## src/rtl/f_stage_pkg.sv

```systemverilog
// Shared fetch-stage constants: exception codes and instruction-memory address map.
package f_stage_pkg;

  localparam logic [4:0]  Exc_None   = 5'd0;
  localparam logic [4:0]  Exc_AdEL   = 5'd4;

  localparam logic [31:0] PC_RESET   = 32'h0000_3000;
  localparam logic [31:0] PC_HANDLER = 32'h0000_4180;
  localparam logic [31:0] IM_LO      = 32'h0000_3000;
  localparam logic [31:0] IM_HI      = 32'h0000_6FFC;

endpackage

```

## src/rtl/f_stage_if.sv

```systemverilog
// Fetch-stage bundle: control inputs from CP0/hazard/D, instruction memory, and F outputs toward D.
interface f_stage_if;

  logic        Req;
  logic        Stall;
  logic        eret;
  logic [31:0] EPC;
  logic        D_is_bj;
  logic        D_redirect;
  logic [31:0] D_target;

  logic [31:0] i_inst_addr;
  logic [31:0] i_inst_rdata;

  logic [31:0] F_instr;
  logic [31:0] F_PC;
  logic [4:0]  F_ExcCode;
  logic        F_isBD;
  logic        F_flush_D;

  // master: the fetch stage itself; slave: the surrounding pipeline and memory
  modport master (
    input  Req, Stall, eret, EPC, D_is_bj, D_redirect, D_target, i_inst_rdata,
    output i_inst_addr, F_instr, F_PC, F_ExcCode, F_isBD, F_flush_D
  );

  modport slave (
    output Req, Stall, eret, EPC, D_is_bj, D_redirect, D_target, i_inst_rdata,
    input  i_inst_addr, F_instr, F_PC, F_ExcCode, F_isBD, F_flush_D
  );

endinterface

```

## src/rtl/f_stage.sv

```systemverilog
// Fetch stage: PC register with redirect priority Req > Stall > eret > D_redirect > PC+4.
// Zero-cycle fetch: every F_* output is combinational from the PC register and inputs.
module f_stage
  import f_stage_pkg::*;
(
  input  logic     clk,
  input  logic     reset,
  f_stage_if.master bus
);

  logic [31:0] pc_q;
  logic [31:0] pc_d;
  logic        adel;

  // A stalled redirect is not latched: D keeps presenting it until the stall clears.
  always_comb begin
    pc_d = pc_q + 32'd4;
    if (bus.Req) begin
      pc_d = PC_HANDLER;
    end else if (bus.Stall) begin
      pc_d = pc_q;
    end else if (bus.eret) begin
      pc_d = bus.EPC;
    end else if (bus.D_redirect) begin
      pc_d = bus.D_target;
    end
  end

  always_ff @(posedge clk) begin
    if (reset) begin
      pc_q <= PC_RESET;
    end else begin
      pc_q <= pc_d;
    end
  end

  assign adel = (pc_q[1:0] != 2'b00) || (pc_q < IM_LO) || (pc_q > IM_HI);

  assign bus.i_inst_addr = pc_q;
  assign bus.F_PC        = pc_q;
  assign bus.F_instr     = adel ? 32'd0 : bus.i_inst_rdata;
  assign bus.F_ExcCode   = adel ? Exc_AdEL : Exc_None;
  assign bus.F_isBD      = bus.D_is_bj;
  // eret has no delay slot, so the instruction fetched alongside it is squashed
  assign bus.F_flush_D   = bus.eret & ~bus.Stall & ~bus.Req;

endmodule

```

## src/flat_wrapper.sv

```systemverilog
// flat-port wrapper written by rule: the top's interface ports become plain ports
module f_stage_flat import f_stage_pkg::*;
  (clk, reset, bus_Req, bus_Stall, bus_eret, bus_EPC, bus_D_is_bj, bus_D_redirect, bus_D_target, bus_i_inst_rdata, bus_i_inst_addr, bus_F_instr, bus_F_PC, bus_F_ExcCode, bus_F_isBD, bus_F_flush_D);
  f_stage_if bus_i ();
  input  logic clk;
  input  logic reset;
  input wire logic [$bits(bus_i.Req)-1:0] bus_Req;
  input wire logic [$bits(bus_i.Stall)-1:0] bus_Stall;
  input wire logic [$bits(bus_i.eret)-1:0] bus_eret;
  input wire logic [$bits(bus_i.EPC)-1:0] bus_EPC;
  input wire logic [$bits(bus_i.D_is_bj)-1:0] bus_D_is_bj;
  input wire logic [$bits(bus_i.D_redirect)-1:0] bus_D_redirect;
  input wire logic [$bits(bus_i.D_target)-1:0] bus_D_target;
  input wire logic [$bits(bus_i.i_inst_rdata)-1:0] bus_i_inst_rdata;
  output wire logic [$bits(bus_i.i_inst_addr)-1:0] bus_i_inst_addr;
  output wire logic [$bits(bus_i.F_instr)-1:0] bus_F_instr;
  output wire logic [$bits(bus_i.F_PC)-1:0] bus_F_PC;
  output wire logic [$bits(bus_i.F_ExcCode)-1:0] bus_F_ExcCode;
  output wire logic [$bits(bus_i.F_isBD)-1:0] bus_F_isBD;
  output wire logic [$bits(bus_i.F_flush_D)-1:0] bus_F_flush_D;
  assign bus_i.Req = bus_Req;
  assign bus_i.Stall = bus_Stall;
  assign bus_i.eret = bus_eret;
  assign bus_i.EPC = bus_EPC;
  assign bus_i.D_is_bj = bus_D_is_bj;
  assign bus_i.D_redirect = bus_D_redirect;
  assign bus_i.D_target = bus_D_target;
  assign bus_i.i_inst_rdata = bus_i_inst_rdata;
  assign bus_i_inst_addr = bus_i.i_inst_addr;
  assign bus_F_instr = bus_i.F_instr;
  assign bus_F_PC = bus_i.F_PC;
  assign bus_F_ExcCode = bus_i.F_ExcCode;
  assign bus_F_isBD = bus_i.F_isBD;
  assign bus_F_flush_D = bus_i.F_flush_D;
  f_stage u_core (.clk(clk), .reset(reset), .bus(bus_i));
endmodule
```

## config.mk

```make
export PLATFORM = sky130hd
export DESIGN_NAME = f_stage_flat
export DESIGN_NICKNAME = d
export VERILOG_FILES = /design/src/rtl/f_stage_pkg.sv /design/src/rtl/f_stage_if.sv /design/src/rtl/f_stage.sv /design/src/flat_wrapper.sv
export SDC_FILE = /design/constraint.sdc
export NUM_CORES = 1
export LEC_CHECK = 0
export ABC_AREA = 1
export CAP_MARGIN = 20
export CORE_ASPECT_RATIO = 0.8
export CORE_UTILIZATION = 39
export CTS_CLUSTER_DIAMETER = 50
export DETAILED_ROUTE_END_ITERATION = 6
export GPL_TIMING_DRIVEN = 0
export PLACE_DENSITY = 0.94
export REMOVE_ABC_BUFFERS = 1
export SLEW_MARGIN = 0
export SYNTH_ARGS = -nofsm -noshare
export SYNTH_HDL_FRONTEND = slang
export SYNTH_SLANG_ARGS = --single-unit
```

## constraint.sdc

```tcl
create_clock -name clk -period 2.91 [get_ports clk]
set_input_delay 0.582 -clock clk [delete_from_list [all_inputs] [get_ports clk]]
set_output_delay 0.582 -clock clk [all_outputs]
set_load 0.02 [all_outputs]
```

==> results of run 1 <==
[critical path: cells and delay by family]
kind,cells,cell delay (ns)
and+or+nand+nor,2,0.56
buffers and inverters,2,1.06
[Yosys cell counts, types with 4 or more instances]
| cell | n | share of area, % |
|---|---|---|
| sky130_fd_sc_hd__a221oi_1 | 20 | 5.8 |
| sky130_fd_sc_hd__a21oi_1 | 31 | 5.1 |
| sky130_fd_sc_hd__nand3_1 | 31 | 5.1 |
| sky130_fd_sc_hd__xor2_1 | 4 | 1.2 |
| sky130_fd_sc_hd__nor2_2 | 5 | 1.0 |
| sky130_fd_sc_hd__buf_4 | 38 | 9.4 |
| sky130_fd_sc_hd__nor2_1 | 80 | 9.9 |
| sky130_fd_sc_hd__o21ai_0 | 32 | 5.3 |
| sky130_fd_sc_hd__clkbuf_1 | 9 | 1.1 |
| sky130_fd_sc_hd__dfxtp_1 | 32 | 21 |
| sky130_fd_sc_hd__nand2_2 | 5 | 1.0 |
| sky130_fd_sc_hd__nand2_1 | 105 | 13 |
| sky130_fd_sc_hd__inv_1 | 68 | 8.4 |
| sky130_fd_sc_hd__buf_2 | 9 | 1.5 |
| sky130_fd_sc_hd__nor2_4 | 7 | 2.6 |
[timing repair]
item,CTS,global route
buffers inserted,1,0
setup endpoints to repair,27,24
gates resized for setup,13,25
pin swaps,0,0
gates cloned,0,0
[final timing paths]
path | endpoint | slack (ns) | startpoint
setup / recovery | bus_F_flush_D | 0.12 | bus_Stall
hold / removal | u_core.bus.F_PC[31] | 0.60 | u_core.bus.F_PC[31]
setup reg to reg | u_core.bus.F_PC[12] | 1.19 | u_core.bus.F_PC[3]
hold reg to reg | u_core.bus.F_PC[31] | 0.60 | u_core.bus.F_PC[31]
[power by group through the flow]
stage	logic [mW]	clock network, mW	registers, mW
floorplan	0.166	0	0.552
global placement	0.522	0	0.508
detailed placement	0.541	0	0.510
CTS	0.544	0.362	0.501
global route	0.579	0.393	0.505
finish	0.545	0.365	0.501
[per-layer routing]
layer  global-route usage (%)  vias up  wire, µm  share of wire, %
met5                        0        -         0                 0
met4                     6.96        0       265               2.3
met3                     5.68       35      1150                10
met2                     47.4      243      5690                49
met1                     31.5     1801      4440                38
li1                         -     1913         -                 -
[cell type report]
class                   instances  area (µm²)  area share (%)
well taps                     105         131            2.63
clock buffers                   8        90.1            1.80
flip-flops and latches         32         641            12.8
repair buffers                203        2090            41.8
inverters                      70         263            5.25
multi-input cells             354        1790            35.8
[metrics by stage]
step           instances  setup slack [ns]  hold slack [ns]  setup TNS (ns)  power (mW)
4_1_cts              772            0.0646            0.593               0        1.41
5_1_grt              772            0.0677            0.632               0        1.48
6_report             772             0.125            0.603               0        1.41
3_3_place_gp         760            -0.543            0.565           -5.53        1.03
2_1_floorplan        456             0.328            0.651               0       0.718
3_5_place_dp         763            -0.572            0.583           -5.34        1.05
[kinds of logic after synthesis]
family          count (synthesis)  synth area share, %
xor+xnor                        7                 2.02
simple gates                  245                 35.6
fa+ha+maj                       1                0.413
other cells                     1                0.124
buf+inv                       126                 20.7
flops                          32                 21.1
compound gates                 97                 20.1
==> flow_results.org, run 1 <==
** Run status
- Status :: finished clean

** Cells and area
- Highest-count cells in the layout ignoring fill and taps :: 165 x sky130_fd_sc_hd__clkdlybuf4s50_1, 105 x sky130_fd_sc_hd__nand2_1, 79 x sky130_fd_sc_hd__nor2_1
- The final layout contains 770 nets.
- In the final layout, the share of cells above drive strength 1 is 6.00%.
- Relative to the synthesized area, the layout overhead comes to 65.1%.
- Measured on the finished design, the core utilization comes to 67.1%.
- Most common cell after layout, fill and taps aside :: sky130_fd_sc_hd__clkdlybuf4s50_1
- Fill count :: 617
- 0 antenna diodes ended up in the layout.
- The register with the most flip-flops in the layout has 30 of them.
- The finished cells cover 5000 µm².

** Critical path
- Data on the critical path arrives at its endpoint at 2.20 ns.
- Critical Setup Path Class :: in -> out
- For the worst setup path, the data required time is 2.33 ns.
- STA classifies the critical path endpoint as an output port.
- The critical path goes through clkdlybuf4s15_2 -> or2_2 -> nor2_1 -> clkdlybuf4s50_1.
- FF-to-FF path depth :: 8
- Startpoint type of the worst setup path :: input port
- For this design, the slowest cell found on the critical path is sky130_fd_sc_hd__clkdlybuf4s50_1.
- CP max FO :: 28
- For this run, the slowest stage of the critical path takes 0.61 ns.

** Routing
- Post-Route WL :: 11500 µm
- The first TritonRoute pass finished after 5 iterations.
- The final route contains around 4000 vias.
- Post-DR wirelength/cell :: 15.0 µm
- Dividing the detail-routed via count by the number of cells gives 5.17.
- In the routed design, unresolved DRC markers number 0.
- Detailed router's first-iteration violation count :: 337
- Detail Route Antenna Nets :: 0

** Yosys
- Synthesis warning total :: 0
- Number of distinct standard cells referenced by the synthesized netlist :: 32
- Synthesis produced a netlist whose cell count is 509.
- EDFF count, synth :: 0
- Flip-flop and latch count after synthesis :: 32
- Mean Syn Cell Area :: 5.96 µm²
- Synthesized area :: around 3000 µm²
- Seq/Total Area, Yosys :: about a fifth
- In the synthesized netlist the async set-or-reset flop fraction comes to 0%.
- Main flop type after synthesis :: sky130_fd_sc_hd__dfxtp_1

** Power and ir drop
- Leakage power :: 2.45 nW
- IR analysis of the VDD net gives a maximum drop of between 0.0002 and 0.00025 V.
- Summed over all nets, the switching power comes to 477 µW.
- Sequential fraction of design power :: about 36%
- Of the total power, the share spent switching nets is 33.8%.
- Fraction of power consumed by the clock network :: 25.9%
- Dividing total power by cell area gives a power density of 282 nW/µm².
- Per report_power, the combinational group accounts for about two fifths of the total.
- The internal power of the cells totals ~940 µW.

** Floorplanning
- From left edge to right edge, the die measures approximately 100 µm.
- The die covers 8130 µm².
- Pin placement for this block handled roughly 210 I/O pins.
- Effective utilization at floorplan :: 40.6%
- The total area inside the core boundary comes to 7460 µm².
- The floorplan step set the die height to 80.9 µm.
- After floorplanning, the core was divided into 28 placement rows.

** Worst hold path
- The min-delay analysis places its worst path in the category reg -> reg.
- WHS Path Cells :: 2

** GRT
- Total global routing track utilization :: 26.2%
- Final global-route overflow total :: 0
- Number of antenna violations at the first check in global routing :: 0
- The via count of the first global-routing pass came to 3581.
- Wire length of the first global-routing pass :: 16900 µm
- Entering global routing, the biggest net connects 31 pins.

** CTS
- The longest clock path from root to sink contains 2 buffers.
- After clock tree synthesis, the clock-pin slew on the worst setup and hold paths is 0.07 ns.
- The clock drives 32 sinks.
- Hold buffer count at CTS :: 0
- In this run, CTS created clock tree buffers numbering 5.
- TritonCTS built the clock tree.
- The H-tree was split into 2 levels.
- Worst skew pair latency :: 0.30 ns
- The tree is rooted in a sky130_fd_sc_hd__clkbuf_8.

** Flow run
- Reported max-cap violation count :: 0

** STA
- Total count of max-transition violations in the final report :: 0
- Unrepaired setup endpoints after global routing :: no
- Setup violations remaining at the end of the flow were counted as 0.
- For the pin with the worst max-slew slack, the measured transition is 0.836 ns.
- Dividing the final minimum period by the clock period gives 95.7%.
- Relative slew slack :: 44.2%
- The smallest clock period supported by the final layout is computed as 2.79 ns.
- The total count of hold-check failures in the final report was 0.
- Based on the critical path, the design can be clocked at up to 0.359 GHz.
- For the final database, setup skew stands at 0.00973 ns.

** Place
- Placed instance area :: 4840 µm²
- Final estimated routing congestion in global placement :: 0.975
- Half-perimeter wire length after placement :: 8880 µm
- Input and output buffers added on the ports amount to roughly 200.
No activity file was read; power rests on OpenSTA's default activity.
==> inputs of run 2 (changes only) <==
--- a/config.mk
+++ b/config.mk
@@ -14,7 +14,7 @@
 export GPL_TIMING_DRIVEN = 0
 export PLACE_DENSITY = 0.94
 export REMOVE_ABC_BUFFERS = 1
-export SLEW_MARGIN = 0
+export SLEW_MARGIN = 20
 export SYNTH_ARGS = -nofsm -noshare
 export SYNTH_HDL_FRONTEND = slang
 export SYNTH_SLANG_ARGS = --single-unit
==> flow_results.org, run 2 (synthesized netlist as in run 1, its figures left out) <==
** Run status
- Status: finished clean (unchanged).

** Routing
- The violation count after the first detailed-route iteration is 226 (was 337).
- The total wire length after detailed routing was 11700 µm (was 11500 µm).
- Number of vias in the routed layout :: 4013 (was 3992)
- Detail Route Antenna Nets :: 0 (unchanged)
- Detail-routed via count per cell :: 5.19 (was 5.17)
- The first-pass detailed-route iteration total came to 5 (unchanged).
- The remaining routing DRC violations was 0 (unchanged).
- The wire length per cell after detailed routing is 15.1 µm (was 15.0 µm).

** Power and ir drop
- The net load switching power was 500 µW (was 477 µW).
- The total leakage power was 2.10 nW (was 2.45 nW).
- Peak supply drop :: 0.000206 V (was 0.000205 V)
- Combinational share of power :: 38.9% (was 38.6%)
- The sequential share of power came to 35.2% (was 35.5%).
- The overall power of the completed layout is 1.43 mW (was 1.41 mW).
- The part of the total power dissipated in the clock network was 25.9% (about the same).
- The fraction of power spent switching nets came to 34.9% (was 33.8%).
- The power density normalized to cell area is 290 nW/µm² (was 282 nW/µm²).
- Internal power consumption :: 932 µW (was 935 µW)

** Floorplanning
- The number of primary I/O pins was 206 (unchanged).
- Std cell rows :: 28 (unchanged)
- Die X-Extent :: 101 µm (unchanged)
- Floorplan Core Area :: 7460 µm² (unchanged)
- Total Die Area :: 8130 µm² (unchanged)
- The starting utilization of the core area was 40.6% (unchanged).
- Y dimension of the die :: 80.9 µm (unchanged)

** Cells and area
- Highest-count cells in the layout ignoring fill and taps: 164 x sky130_fd_sc_hd__clkdlybuf4s50_1, 105 x sky130_fd_sc_hd__nand2_1, 77 x sky130_fd_sc_hd__nor2_1 (was 165 x sky130_fd_sc_hd__clkdlybuf4s50_1, 105 x sky130_fd_sc_hd__nand2_1, 79 x sky130_fd_sc_hd__nor2_1).
- Synthesis-to-finish area growth :: 63.1% (was 65.1%)
- # nets final :: 771 (was 770)
- The count of filler cells inserted in the layout is 674 (was 617).
- The number of flip-flops under the largest register name came to 30 (unchanged).
- The antenna diode count came to 0 (unchanged).
- Area of the multi-input gates :: 1840 µm² (was 1790 µm²)
- Most common cell after layout, fill and taps aside :: sky130_fd_sc_hd__clkdlybuf4s50_1 (unchanged)
- Proportion of layout cells with a drive suffix above 1 :: 7.19% (was 6.00%)
- Sequential cell area :: 642 µm² (was 641 µm²)

** STA
- The headroom to the max-slew limit came to 35.3% (was 44.2%).
- Fin worst setup slack :: 0.0181 ns (was 0.125 ns)
- Number of hold violations in the final report :: 0 (unchanged)
- Unrepaired setup endpoints after global routing: no (unchanged).
- Total count of max-transition violations in the final report :: 0 (unchanged)
- Setup clock skew after layout :: 0.00748 ns (was 0.00973 ns)
- The post-route setup TNS is 0 ns (unchanged).
- The slew at the pin closest to its max-slew limit is 0.970 ns (was 0.836 ns).
- Post-Route Hold Slack :: 0.599 ns (was 0.603 ns)
- The final count of negative-setup-slack endpoints is 0 (unchanged).
- The post-route clock period utilization came to 99.4% (was 95.7%).
- Clock period minus worst slack :: 2.89 ns (was 2.79 ns)
- Max frequency :: 0.346 GHz (was 0.359 GHz)

** Worst hold path
- The origin of the worst min-delay path is u_core.bus.F_PC[12] (was u_core.bus.F_PC[31]).
- Min-delay worst type :: reg -> reg (unchanged)

** Flow run
- The reported max-cap violation count was 0 (unchanged).

** Critical path
- The maximum single-stage delay on the critical path is 0.41 ns (was 0.61 ns).
- CP max FO :: 8 (was 28)
- Startpoint type of the worst setup path :: flop (was input port)
- List of cells traversed by the critical path: nand2_1 -> nor2_1 -> nor4_4 -> buf_4 -> o2111ai_2 -> nor2_1 -> dlygate4sd2_1 (was clkdlybuf4s15_2 -> or2_2 -> nor2_1 -> clkdlybuf4s50_1).
- The beginning of the critical path is u_core.bus.F_PC[14] (was bus_Stall).
- The end of the critical path is bus_F_instr[4] (was bus_F_flush_D).
- CP Data Arrival Time :: 2.31 ns (was 2.20 ns)
- The worst setup slack for register-to-register paths came to 1.08 ns (was 1.19 ns).
- The slowest cell on the critical path is sky130_fd_sc_hd__dfxtp_2 (was sky130_fd_sc_hd__clkdlybuf4s50_1).
- The critical setup path kind is reg -> out (was in -> out).
- The endpoint type of the worst setup path is an output port (unchanged).
- The data required time at the worst endpoint is 2.33 ns (about the same).
- Reg-to-reg critical path endpoint :: u_core.bus.F_PC[12] (unchanged)
- R2r startpoint :: u_core.bus.F_PC[3] (unchanged)
- FF-to-FF path depth :: 8 (unchanged)
- The cell that appears most often on the critical path is sky130_fd_sc_hd__nor2_1.

** CTS
- Number of clock sinks :: 32 (unchanged)
- The level count of the clock H-tree is 2 (unchanged).
- The hold-fix buffer count after cts was 0 (unchanged).
- The clock input transition at the sequential cells of the worst setup and hold paths is 0.07 ns (about the same).
- The clock buffer count from CTS is 5 (unchanged).
- Worst skew pair latency :: 0.30 ns (about the same)
- The cell at the root of the clock tree was sky130_fd_sc_hd__clkbuf_8 (unchanged).
- The TritonCTS clock tree was built (unchanged).
- Number of buffers between clock root and the deepest sink :: 2 (unchanged)

** Place
- IO Port Bufs :: 199 (unchanged)
- Post-placement setup slack :: -0.536 ns (was -0.572 ns)
- Final estimated routing congestion in global placement :: 0.975 (unchanged)
- Half-perimeter wire length after placement :: 8610 µm (was 8880 µm)

** GRT
- The sum of overflow across all layers after global routing is 0 (unchanged).
- The wire length of the first global-routing pass came to 17400 µm (was 16900 µm).
- Total global routing track utilization :: 27.3% (was 26.2%)
- Maximum number of pins on one net before global-route repair :: 31 (unchanged)
- Vias in the first global route :: 3594 (was 3581)
- The initial antenna violation count is 0 (unchanged).
## run 2: area by class of cell
cell class	count	share of cell area (%)
flip-flops and latches	32	13.0
repair buffers	202	39.9
well taps	105	2.66
multi-input cells	356	37.3
clock buffers	8	1.82
inverters	70	5.32
## run 2: how the worst min path moves through the flow
stage,end,slack [ns],cells past startpoint
global route,u_core.bus.F_PC[13],0.63,2
global placement,u_core.bus.F_PC[13],0.56,2
floorplan,u_core.bus.F_PC[7],0.65,1
CTS,u_core.bus.F_PC[12],0.59,2
finish,u_core.bus.F_PC[12],0.60,2
detailed placement,u_core.bus.F_PC[12],0.58,2
## run 2: worst max-delay path, delay by kind of cell (launching register included)
kind / cells / cell delay, ns
AND/OR/NAND/NOR: 4 / 0.77
flip-flops: 1 / 0.41
AO/OA/AOI/OAI: 1 / 0.26
buffers and inverters: 2 / 0.55
## run 2: through the flow
| stage | instances | cell area [µm²] | util [%] |
|---|---|---|---|
| 6_report | 773 | 4940 | 66.2 |
| 5_1_grt | 773 | 4940 | 66.2 |
| 4_1_cts | 773 | 4950 | 66.3 |
| 3_5_place_dp | 760 | 4810 | 64.5 |
| 3_3_place_gp | 760 | 4800 | 64.4 |
| 2_1_floorplan | 456 | 2680 | - |
## run 2: power groups by stage
stage / Sequential (mW) / Clock [mW] / Combinational, mW
final: 0.504 / 0.371 / 0.557
after global routing: 0.508 / 0.397 / 0.592
after CTS: 0.503 / 0.365 / 0.552
after detailed placement: 0.510 / 0 / 0.536
after global placement: 0.508 / 0 / 0.522
after floorplan: 0.552 / 0 / 0.166
## run 2: repair_timing
action / in CTS / in global routing
setup endpoints to repair: 34 / 25
gates cloned: 2 / 0
setup buffers: 3 / 0
resized for setup: 37 / 14
pin swaps: 2 / 0
## run 2: metal layers
metal  vias to the layer above  GRT usage [%]  routed length, µm
met5                         -              0                  0
met2                       243           48.2               5710
met1                      1810           33.0               4590
met3                        29           5.42               1090
met4                         0           10.6                276
li1                       1931              -                  -
